[config.mk]
export PLATFORM = sky130hd
export DESIGN_NAME = cpu7_csr_exc
export DESIGN_NICKNAME = d
export VERILOG_FILES = /design/src/rtl/cpu7_csr_exc_pkg.sv /design/src/rtl/cpu7_csr_exc_timer.sv /design/src/rtl/cpu7_csr_exc.sv
export SDC_FILE = /design/constraint.sdc
export NUM_CORES = 1
export LEC_CHECK = 0
export ABC_AREA = 1
export BUFFER_PORTS_ARGS = -buffer_cell sky130_fd_sc_hd__buf_2
export CORE_MARGIN = 10
export CORE_UTILIZATION = 55
export DETAILED_ROUTE_END_ITERATION = 10
export GPL_ROUTABILITY_DRIVEN = 0
export PLACE_DENSITY_LB_ADDON = 0.1
export SLEW_MARGIN = 15
export SYNTH_ARGS = -nofsm -noshare
export SYNTH_HDL_FRONTEND = slang
export SYNTH_SLANG_ARGS = --single-unit
[constraint.sdc]
create_clock -name clk -period 1.6 [get_ports clk]
set_input_delay 0.08 -clock clk [delete_from_list [all_inputs] [get_ports clk]]
set_output_delay 0.08 -clock clk [all_outputs]
set_load 0.05 [all_outputs]
[src/rtl/cpu7_csr_exc_pkg.sv]
// Shared CSR map for cpu7: addresses, field bit positions and exception codes,
// imported by the CSR block and by instruction decode.
package cpu7_csr_exc_pkg;

  localparam logic [13:0] CSR_CRMD   = 14'h000;
  localparam logic [13:0] CSR_PRMD   = 14'h001;
  localparam logic [13:0] CSR_ECFG   = 14'h004;
  localparam logic [13:0] CSR_ESTAT  = 14'h005;
  localparam logic [13:0] CSR_ERA    = 14'h006;
  localparam logic [13:0] CSR_BADV   = 14'h007;
  localparam logic [13:0] CSR_EENTRY = 14'h00c;
  localparam logic [13:0] CSR_SAVE0  = 14'h030;
  localparam logic [13:0] CSR_TID    = 14'h040;
  localparam logic [13:0] CSR_TCFG   = 14'h041;
  localparam logic [13:0] CSR_TVAL   = 14'h042;
  localparam logic [13:0] CSR_TICLR  = 14'h044;

  localparam int unsigned CRMD_IE_BIT     = 2;
  localparam int unsigned ESTAT_ECODE_LSB = 16;
  localparam int unsigned ESTAT_IS_W      = 12;
  localparam int unsigned IS_HWI_LSB      = 2;
  localparam int unsigned IS_TI_BIT       = 11;
  localparam int unsigned LIE_RSVD_BIT    = 10;
  localparam int unsigned TCFG_EN_BIT     = 0;
  localparam int unsigned TCFG_PERIOD_BIT = 1;

  localparam logic [5:0] ECODE_INT  = 6'h00;
  localparam logic [5:0] ECODE_ADEF = 6'h08;
  localparam logic [5:0] ECODE_ALE  = 6'h09;
  localparam logic [5:0] ECODE_SYS  = 6'h0b;
  localparam logic [5:0] ECODE_BRK  = 6'h0c;
  localparam logic [5:0] ECODE_INE  = 6'h0d;

endpackage

[src/rtl/cpu7_csr_exc_timer.sv]
// Constant timer: TCFG/TVAL countdown with periodic reload or one-shot stop,
// and the TI pending flag. Only built when CPU7_CSR_TIMER_EN is defined.
module cpu7_csr_timer
  import cpu7_csr_exc_pkg::*;
#(
  parameter int unsigned TIMER_W = 32
) (
  input  logic               clk,
  input  logic               reset,
  input  logic               tcfg_wen,
  input  logic [TIMER_W-1:0] tcfg_wdata,
  input  logic               ti_clr,
  output logic [TIMER_W-1:0] tcfg,
  output logic [TIMER_W-1:0] tval,
  output logic               ti
);

  logic [TIMER_W-1:0] tcfg_q, tcfg_d;
  logic [TIMER_W-1:0] tval_q, tval_d;
  logic               ti_q, ti_d;
  logic               fire;

  always_comb begin
    tcfg_d = tcfg_q;
    tval_d = tval_q;
    fire   = 1'b0;
    if (tcfg_wen) begin
      tcfg_d = tcfg_wdata;
      tval_d = {tcfg_wdata[TIMER_W-1:2], 2'b00};
    end else if (tcfg_q[TCFG_EN_BIT]) begin
      if (tval_q != '0) begin
        tval_d = tval_q - 1'b1;
      end else begin
        fire = 1'b1;
        if (tcfg_q[TCFG_PERIOD_BIT]) tval_d = {tcfg_q[TIMER_W-1:2], 2'b00};
        else                         tcfg_d[TCFG_EN_BIT] = 1'b0;
      end
    end
    // set is applied last so it wins over a same-cycle clear
    ti_d = ti_q;
    if (ti_clr) ti_d = 1'b0;
    if (fire)   ti_d = 1'b1;
  end

  always_ff @(posedge clk) begin
    if (reset) begin
      tcfg_q <= '0;
      tval_q <= '0;
      ti_q   <= 1'b0;
    end else begin
      tcfg_q <= tcfg_d;
      tval_q <= tval_d;
      ti_q   <= ti_d;
    end
  end

  assign tcfg = tcfg_q;
  assign tval = tval_q;
  assign ti   = ti_q;

endmodule

[src/rtl/cpu7_csr_exc.sv]
// cpu7 exception/interrupt CSR file (CRMD..EENTRY, SAVE, optional timer).
// Timer CSRs and ESTAT.TI exist only when CPU7_CSR_TIMER_EN is defined.
module cpu7_csr_exc
  import cpu7_csr_exc_pkg::*;
#(
  parameter int unsigned GRLEN    = 32,
  parameter int unsigned SAVE_NUM = 4,
  parameter int unsigned TIMER_W  = 32,
  parameter int unsigned NUM_HWI  = 8
) (
  input  logic               clk,
  input  logic               reset,
  input  logic [13:0]        csr_raddr,
  output logic [GRLEN-1:0]   csr_rdata,
  input  logic [13:0]        csr_waddr,
  input  logic [GRLEN-1:0]   csr_wdata,
  input  logic               csr_wen,
  input  logic               exc_valid,
  input  logic [5:0]         exc_ecode,
  input  logic [GRLEN-1:0]   exc_pc,
  input  logic               exc_badv_vld,
  input  logic [GRLEN-1:0]   exc_badv,
  input  logic               ertn_valid,
  input  logic [NUM_HWI-1:0] hwi,
  output logic [GRLEN-1:0]   csr_eentry,
  output logic [GRLEN-1:0]   csr_era,
  output logic               int_req
);

  logic                  crmd_ie_q, crmd_ie_d, prmd_pie_q, prmd_pie_d;
  logic [1:0]            crmd_plv_q, crmd_plv_d, prmd_pplv_q, prmd_pplv_d;
  logic [11:0]           lie_q, lie_d;
  logic [1:0]            is_sw_q, is_sw_d;
  logic [5:0]            ecode_q, ecode_d;
  logic [NUM_HWI-1:0]    hwi_q, hwi_d;
  logic [GRLEN-1:0]      era_q, era_d, badv_q, badv_d, eentry_q, eentry_d;
  logic [GRLEN-1:0]      save_q [SAVE_NUM];
  logic [GRLEN-1:0]      save_d [SAVE_NUM];
  logic                  int_req_q, int_req_d;
  logic [ESTAT_IS_W-1:0] estat_is;
  logic                  timer_ti;
  logic                  wr_crmd, wr_prmd, wr_ecfg, wr_estat, wr_era, wr_badv, wr_eentry;

  assign wr_crmd   = csr_wen && (csr_waddr == CSR_CRMD);
  assign wr_prmd   = csr_wen && (csr_waddr == CSR_PRMD);
  assign wr_ecfg   = csr_wen && (csr_waddr == CSR_ECFG);
  assign wr_estat  = csr_wen && (csr_waddr == CSR_ESTAT);
  assign wr_era    = csr_wen && (csr_waddr == CSR_ERA);
  assign wr_badv   = csr_wen && (csr_waddr == CSR_BADV);
  assign wr_eentry = csr_wen && (csr_waddr == CSR_EENTRY);

`ifdef CPU7_CSR_TIMER_EN
  logic [TIMER_W-1:0] tcfg, tval;
  logic [GRLEN-1:0]   tid_q, tid_d;

  assign tid_d = (csr_wen && (csr_waddr == CSR_TID)) ? csr_wdata : tid_q;

  always_ff @(posedge clk) begin
    if (reset) tid_q <= '0;
    else       tid_q <= tid_d;
  end

  cpu7_csr_timer #(.TIMER_W(TIMER_W)) u_timer (
    .clk        (clk),
    .reset      (reset),
    .tcfg_wen   (csr_wen && (csr_waddr == CSR_TCFG)),
    .tcfg_wdata (csr_wdata[TIMER_W-1:0]),
    .ti_clr     (csr_wen && (csr_waddr == CSR_TICLR) && csr_wdata[0]),
    .tcfg       (tcfg),
    .tval       (tval),
    .ti         (timer_ti)
  );
`else
  assign timer_ti = 1'b0;
`endif

  always_comb begin
    estat_is                         = '0;
    estat_is[1:0]                    = is_sw_q;
    estat_is[IS_HWI_LSB +: NUM_HWI]  = hwi_q;
    estat_is[IS_TI_BIT]              = timer_ti;
  end

  // exception commit owns every register it touches; ERTN only owns CRMD
  always_comb begin
    crmd_ie_d   = crmd_ie_q;
    crmd_plv_d  = crmd_plv_q;
    prmd_pie_d  = prmd_pie_q;
    prmd_pplv_d = prmd_pplv_q;
    is_sw_d     = is_sw_q;
    ecode_d     = ecode_q;
    era_d       = era_q;
    badv_d      = badv_q;
    if (exc_valid) begin
      prmd_pie_d  = crmd_ie_q;
      prmd_pplv_d = crmd_plv_q;
      crmd_ie_d   = 1'b0;
      crmd_plv_d  = 2'b00;
      era_d       = exc_pc;
      ecode_d     = exc_ecode;
      if (exc_badv_vld) badv_d = exc_badv;
    end else begin
      if (ertn_valid) begin
        crmd_ie_d  = prmd_pie_q;
        crmd_plv_d = prmd_pplv_q;
      end else if (wr_crmd) begin
        crmd_ie_d  = csr_wdata[CRMD_IE_BIT];
        crmd_plv_d = csr_wdata[1:0];
      end
      if (wr_prmd) begin
        prmd_pie_d  = csr_wdata[CRMD_IE_BIT];
        prmd_pplv_d = csr_wdata[1:0];
      end
      if (wr_estat) is_sw_d = csr_wdata[1:0];
      if (wr_era)   era_d   = csr_wdata;
      if (wr_badv)  badv_d  = csr_wdata;
    end
    lie_d = lie_q;
    if (wr_ecfg) begin
      lie_d               = csr_wdata[11:0];
      lie_d[LIE_RSVD_BIT] = 1'b0;
    end
    eentry_d = wr_eentry ? csr_wdata : eentry_q;
    save_d   = save_q;
    for (int unsigned i = 0; i < SAVE_NUM; i++) begin
      if (csr_wen && (csr_waddr == 14'(CSR_SAVE0 + i))) save_d[i] = csr_wdata;
    end
    hwi_d     = hwi;
    int_req_d = crmd_ie_q && ((estat_is & lie_q) != '0);
  end

  always_ff @(posedge clk) begin
    if (reset) begin
      crmd_ie_q   <= 1'b0;
      crmd_plv_q  <= '0;
      prmd_pie_q  <= 1'b0;
      prmd_pplv_q <= '0;
      lie_q       <= '0;
      is_sw_q     <= '0;
      ecode_q     <= '0;
      hwi_q       <= '0;
      era_q       <= '0;
      badv_q      <= '0;
      eentry_q    <= '0;
      save_q      <= '{default: '0};
      int_req_q   <= 1'b0;
    end else begin
      crmd_ie_q   <= crmd_ie_d;
      crmd_plv_q  <= crmd_plv_d;
      prmd_pie_q  <= prmd_pie_d;
      prmd_pplv_q <= prmd_pplv_d;
      lie_q       <= lie_d;
      is_sw_q     <= is_sw_d;
      ecode_q     <= ecode_d;
      hwi_q       <= hwi_d;
      era_q       <= era_d;
      badv_q      <= badv_d;
      eentry_q    <= eentry_d;
      save_q      <= save_d;
      int_req_q   <= int_req_d;
    end
  end

  always_comb begin
    csr_rdata = '0;
    case (csr_raddr)
      CSR_CRMD:   csr_rdata[2:0] = {crmd_ie_q, crmd_plv_q};
      CSR_PRMD:   csr_rdata[2:0] = {prmd_pie_q, prmd_pplv_q};
      CSR_ECFG:   csr_rdata[11:0] = lie_q;
      CSR_ESTAT: begin
        csr_rdata[ESTAT_ECODE_LSB +: 6] = ecode_q;
        csr_rdata[ESTAT_IS_W-1:0]       = estat_is;
      end
      CSR_ERA:    csr_rdata = era_q;
      CSR_BADV:   csr_rdata = badv_q;
      CSR_EENTRY: csr_rdata = eentry_q;
`ifdef CPU7_CSR_TIMER_EN
      CSR_TID:    csr_rdata = tid_q;
      CSR_TCFG:   csr_rdata[TIMER_W-1:0] = tcfg;
      CSR_TVAL:   csr_rdata[TIMER_W-1:0] = tval;
`endif
      default:    ;
    endcase
    for (int unsigned i = 0; i < SAVE_NUM; i++) begin
      if (csr_raddr == 14'(CSR_SAVE0 + i)) csr_rdata = save_q[i];
    end
  end

  assign csr_eentry = eentry_q;
  assign csr_era    = era_q;
  assign int_req    = int_req_q;

endmodule

## Word-level counts from Yosys, hierarchy flattened

Cells that the tools add are included.
Widths: inputs -> output; s select.

- Equality and inequality tests: 21
- Multiplexer cells: 22
- Bitwise logic cells: 2
- Reduce and logical (&&, ||, !) cells: 22

Operators with widths:

| kind | number |
|---|---|
| $mux 32 | 9 |
| $eq 14x3->1 const B | 8 |
| $eq 14x6->1 const B | 8 |
| $pmux 9 s5 | 1 |
| $pmux 10 s3 | 1 |
| $eq 14x1->1 const B | 2 |
| $eq 14x4->1 const B | 2 |
| $logic_not 14->1 | 2 |
| $pmux 6 s4 | 1 |
| $pmux 3 s7 | 1 |
| $and 10x12->12 | 1 |
| $logic_and 1x1->1 | 12 |
| $pmux 4 s3 | 1 |
| $reduce_bool 12->1 | 1 |
| $mux 2 | 4 |
| $reduce_bool 2->1 | 4 |
| $mux 1 | 4 |
| $reduce_and 2->1 | 2 |
| $ne 2x1->1 const B | 1 |
| $reduce_or 2->1 | 1 |
| $not 1->1 | 1 |

- Bits in registers: 258
- Output and inout bits: 97

## Logic depth before layout (Yosys ltp)

- Depth after elaboration: 6
- Gate-level depth with buffers: 14

## Worst setup path before layout

OpenSTA, ideal clock, no wires.

- Path type: in2out
- From: in csr_raddr[11]
- To: out csr_rdata[10]
- Arrival time: 1907 ps
- Data required time: 1520 ps
- Path slack: -387 ps
- Stages on the path: 11
- Cell sequence: nor2_1 nand2_1 nor2_1 buf_4 nand3_1 inv_2 buf_2 a21oi_1 nand2_1 nand2_1 a21oi_1

- Longest elaborated chain between the ends: 6
- Elaborated cells on any way between the ends: 14
- Those cells by class: eq/ne (9); mux (5)

RTL lines:

| what | RTL line | RTL |
|---|---|---|
| start, declared | cpu7_csr_exc.sv:13 | `input logic [13:0] csr_raddr,` |
| $eq 14x4->1 or $eq 14x3->1 (tied branches) | cpu7_csr_exc.sv:166 | `case (csr_raddr)` |
| $pmux 9 s5 | cpu7_csr_exc.sv:166 |  |
| $mux 32 (3 in a row) | cpu7_csr_exc.sv:185 | `if (csr_raddr == 14'(CSR_SAVE0 + i)) csr_rdata = save_q[i];` |
| $mux 32 * | cpu7_csr_exc.sv:185 |  |
| end, declared | cpu7_csr_exc.sv:14 | `output logic [GRLEN-1:0] csr_rdata,` |

Every way passes the cells marked *; elsewhere a longest branch is shown, timed or not.

## Worst setup path after layout

- From: reg lie_q[4]
- To: out csr_rdata[4]

- Longest elaborated chain between the ends: 5

RTL lines:

| what | RTL line | RTL |
|---|---|---|
| start, declared | cpu7_csr_exc.sv:32 | `logic [11:0] lie_q, lie_d;` |
| start signal, assigned | cpu7_csr_exc.sv:152 | `lie_q <= lie_d;` |
| $pmux 9 s5 | cpu7_csr_exc.sv:166 |  |
| $mux 32 (4 in a row) | cpu7_csr_exc.sv:185 |  |

No other way between the ends.

==> flow_summary_export.csv <==
group,metric,value,unit
outcome,outcome,"complete, but fails checks",
outcome,violations,"negative setup slack",
grt,gr-total-overflow,0,
setup_path,cp_data_required_time,1520,ps
pwr,p_total,14.6,mW
synth,synth.top_cell.area_share,0.438,
timing,relSlewSlack,0.612,
drt,antenna_left,0,
drt,firstDrtPassIters,11,
die,die_w,166,um
setup_path,startpoint,"lie_q[4]$_SDFFE_PP0P_",
die,die_h,166,um
setup_path,endpoint,"csr_rdata[4]",
synth,synth_cell_types,32,
clock_tree,cts_root_buf,"clkbuf_16",
drt,route.detailed.drc,0,
drt,dr.max_layer_used,"met4",
grt,grt_start_max_net_pins,81,
setup_path,reg2regPathDepth,9,
timing,final-hold-violation-count,0,
drt,routed_wirelength,53300,um
worst_hold_path,hp-class,"in2reg",
cells_and_area,final_layout_size_suffix_gt1_frac,0.306,
setup_path,critPathTopFamily,"simple AND/OR/NAND/NOR gates",
setup_path,cpMostUsedCell,"nand2_1",
timing,rsz0062_at_grt,"true",
drt,drt_iter0_markers,2279,
drt,wire_per_inst,22.2,um
pwr,p_leak,7.46,nW
clock_tree,cts-htree-levels,1,
timing,setup_viol,32,
setup_path,cp.arrival,1910,ps
grt,grt_pass1_vias,14100,
synth,ys_ff_latch,258,
drt,drt-vias-per-instance,6.15,
setup_path,path_max_fanout,2,
grt,antenna_found_initial,4,
cells_and_area,fill_cells,1280,
timing,holdWs,60.8,ps
run,maxCapViolations,0,
pwr,ir_drop,1.08,mV
synth,syn_area,11800,um2
timing,clock.fmax,504,MHz
synth,synth_edf_count,0,
drt,vias,14800,
die,start_util,0.561,
placed_design,hpwl,30900,um
timing,maxSlewViolCount,0,
synth,yosysSeqAreaShare,0.438,
timing,fin_tns_setup,-10130,ps
setup_path,worstSetupPathType,"reg2out",
synth,synth_area_leaders,"dfxtp_1 44%, a21oi_1 12%, o21ai_0 11%",
cells_and_area,area_delta_synth_final,48.0,%
die,core,21000,um2
synth,async_flop_share,0,
synth,synth-main-ff-cell,"dfxtp_1",
clock_tree,cts_tree,"yes",
timing,clock-skew-final,5.00,ps
cells_and_area,finalNetCount,2247,
die,rows,53,
die,io-pin-count,241,
synth,avgSynthCellArea,6.92,um2
synth,synth_cells,1702,
grt,grt_pass1_wl,77800,um
placed_design,post-place-ws,-427,ps
setup_path,critPathLaunchType,"register",
clock_tree,max-clock-path-buffers,3,
setup_path,rr_startpoint,"csr_eentry[28]$_SDFFE_PP0P_",
synth,yosys_warnings,0,
drt,wl_met3,5880,um
clock_tree,path_clk_slew,70,ps
setup_path,r2r-end,"csr_eentry[28]$_SDFFE_PP0P_",
placed_design,port_buffers,240,
clock_tree,cts_buffers,28,
drt,wl_met2,25300,um
clock_tree,clk-insertion-delay-late,550,ps
synth,syn-num-nets,1846,
setup_path,endpoint_kind,"primary output",
drt,drt-met1-wl,17400,um
synth,yosys.area.top_type,"dfxtp_1",
timing,tightest_slew,581,ps
timing,post-route-min-period,1990,ps
setup_path,timing.critical_path.buf_inv,3,
synth,yosysMostFrequentCell,"a21oi_1",
setup_path,crit_chain,"inv_1 > o21ai_1 > nor2_1 > nand2_1 > nand2_1 > nand3_2 > nand2_2 > clkinvlp_4 > buf_8",
setup_path,cp_slowest_stage_delay,320,ps
pwr,power_density,838,nW/um2
timing,fin_crit_sh,1.24,
die,dieArea,27700,um2
clock_tree,clock_sinks,258,
timing,layout_setup_ws,-386,ps
setup_path,crit_cells,9,
grt,groute.usage.overall,0.344,
cells_and_area,fin_util,0.830,
setup_path,cp_slowest_cell,"dfxtp_1",
synth,synth_common_cells,"293 x a21oi_1, 258 x dfxtp_1, 255 x nand2_1, 248 x o21ai_0, 201 x inv_1",
setup_path,reg2reg_slack,100,ps
[power breakdown]
group	switching (mW)	internal (mW)	total (mW)
Combinational	0.914	0.578	1.49
Clock	2.66	3.79	6.45
Sequential	0.111	6.55	6.66
Total	3.68	10.9	14.6
[logic make-up (layout without fill, tap and decap cells)]
family / Yosys count / count (layout) / synth area share
AOI/OAI and AO/OA: 602 / 602 / 0.263
buffers and inverters: 327 / 744 / 0.108
DFF: 258 / 258 / 0.438
other: 0 / 5 / 0
and+or+nand+nor: 515 / 516 / 0.190
[per-stage QoR]
stage / cell area (um2) / cells
CTS: 17100 / 2390
global placement: 13900 / 2184
finish: 17400 / 2400
global route: 17400 / 2399
floorplan: 11800 / 1702
detailed placement: 13900 / 2184
[state kept, by name, summed over array words and instances (netlist names)]
signal,cells
save_q,128
lie_q,11
prmd_pplv_q,2
prmd_pie_q,1
badv_q,32
ecode_q,6
csr_eentry,32
csr_era,32
is_sw_q,2
crmd_ie_q,1
crmd_plv_q,2
int_req,1
hwi_q,8
[what timing repair did]
action / CTS / global route
endpoints found under the hold margin: 246 / 0
endpoints found under the setup margin: 32 / 33
gates resized for setup: 284 / 75
cloned: 4 / 0
buffers inserted: 46 / 8
pin swaps: 80 / 44
hold buffers: 110 / 0
[worst min-delay path by stage]
stage	start	endpoint	slack (ps)	cells after the start
2_1_floorplan	hwi[0]	hwi_q[0]$_SDFF_PP0_	190	2
3_3_place_gp	hwi[2]	hwi_q[2]$_SDFF_PP0_	290	3
3_5_place_dp	hwi[2]	hwi_q[2]$_SDFF_PP0_	290	3
4_1_cts	ertn_valid	crmd_ie_q$_SDFFE_PP0P_	10	5
5_1_grt	reset	save_q[94]$_SDFFE_PP0P_	90	5
6_report	reset	save_q[125]$_SDFFE_PP0P_	60	5
[tightest hold or removal path, stage by stage]
cell and delay [ps]:
buf_2 110, inv_4 70, buf_12 170, o21ai_0 80
a21oi_1 40
[placed cells by master (no fill, tap or decap), types with 29 or more instances in the layout]
cell type and instances:
nand4_1 46, a21oi_1 278, nand3_1 49, buf_2 200
dlygate4sd3_1 110, dfxtp_1 223, buf_6 32, nand2_1 205
inv_1 170, dfxtp_2 33, buf_12 29, nand2_2 46
nor2_1 83, a31oi_1 34, buf_4 96, o21ai_0 217
clkbuf_16 29
[layer usage]
layer / vias up / track usage
met4: 0 / 0.220
met2: 1170 / 0.593
li1: 6513 / -
met1: 6709 / 0.376
met5: - / 0
met3: 370 / 0.0715
[layout make-up]
class | instances | area [um2] | share of cell area
antenna | 5 | 12.5 | 0.000717
clock buffer | 40 | 807 | 0.0463
clock inverter | 7 | 88.8 | 0.00509
inverter | 209 | 831 | 0.0476
multi-input combinational | 1118 | 6030 | 0.346
sequential | 258 | 5210 | 0.299
tap | 275 | 344 | 0.0197
timing repair buffer | 488 | 4120 | 0.236
No activity file was read; power rests on OpenSTA's default activity.
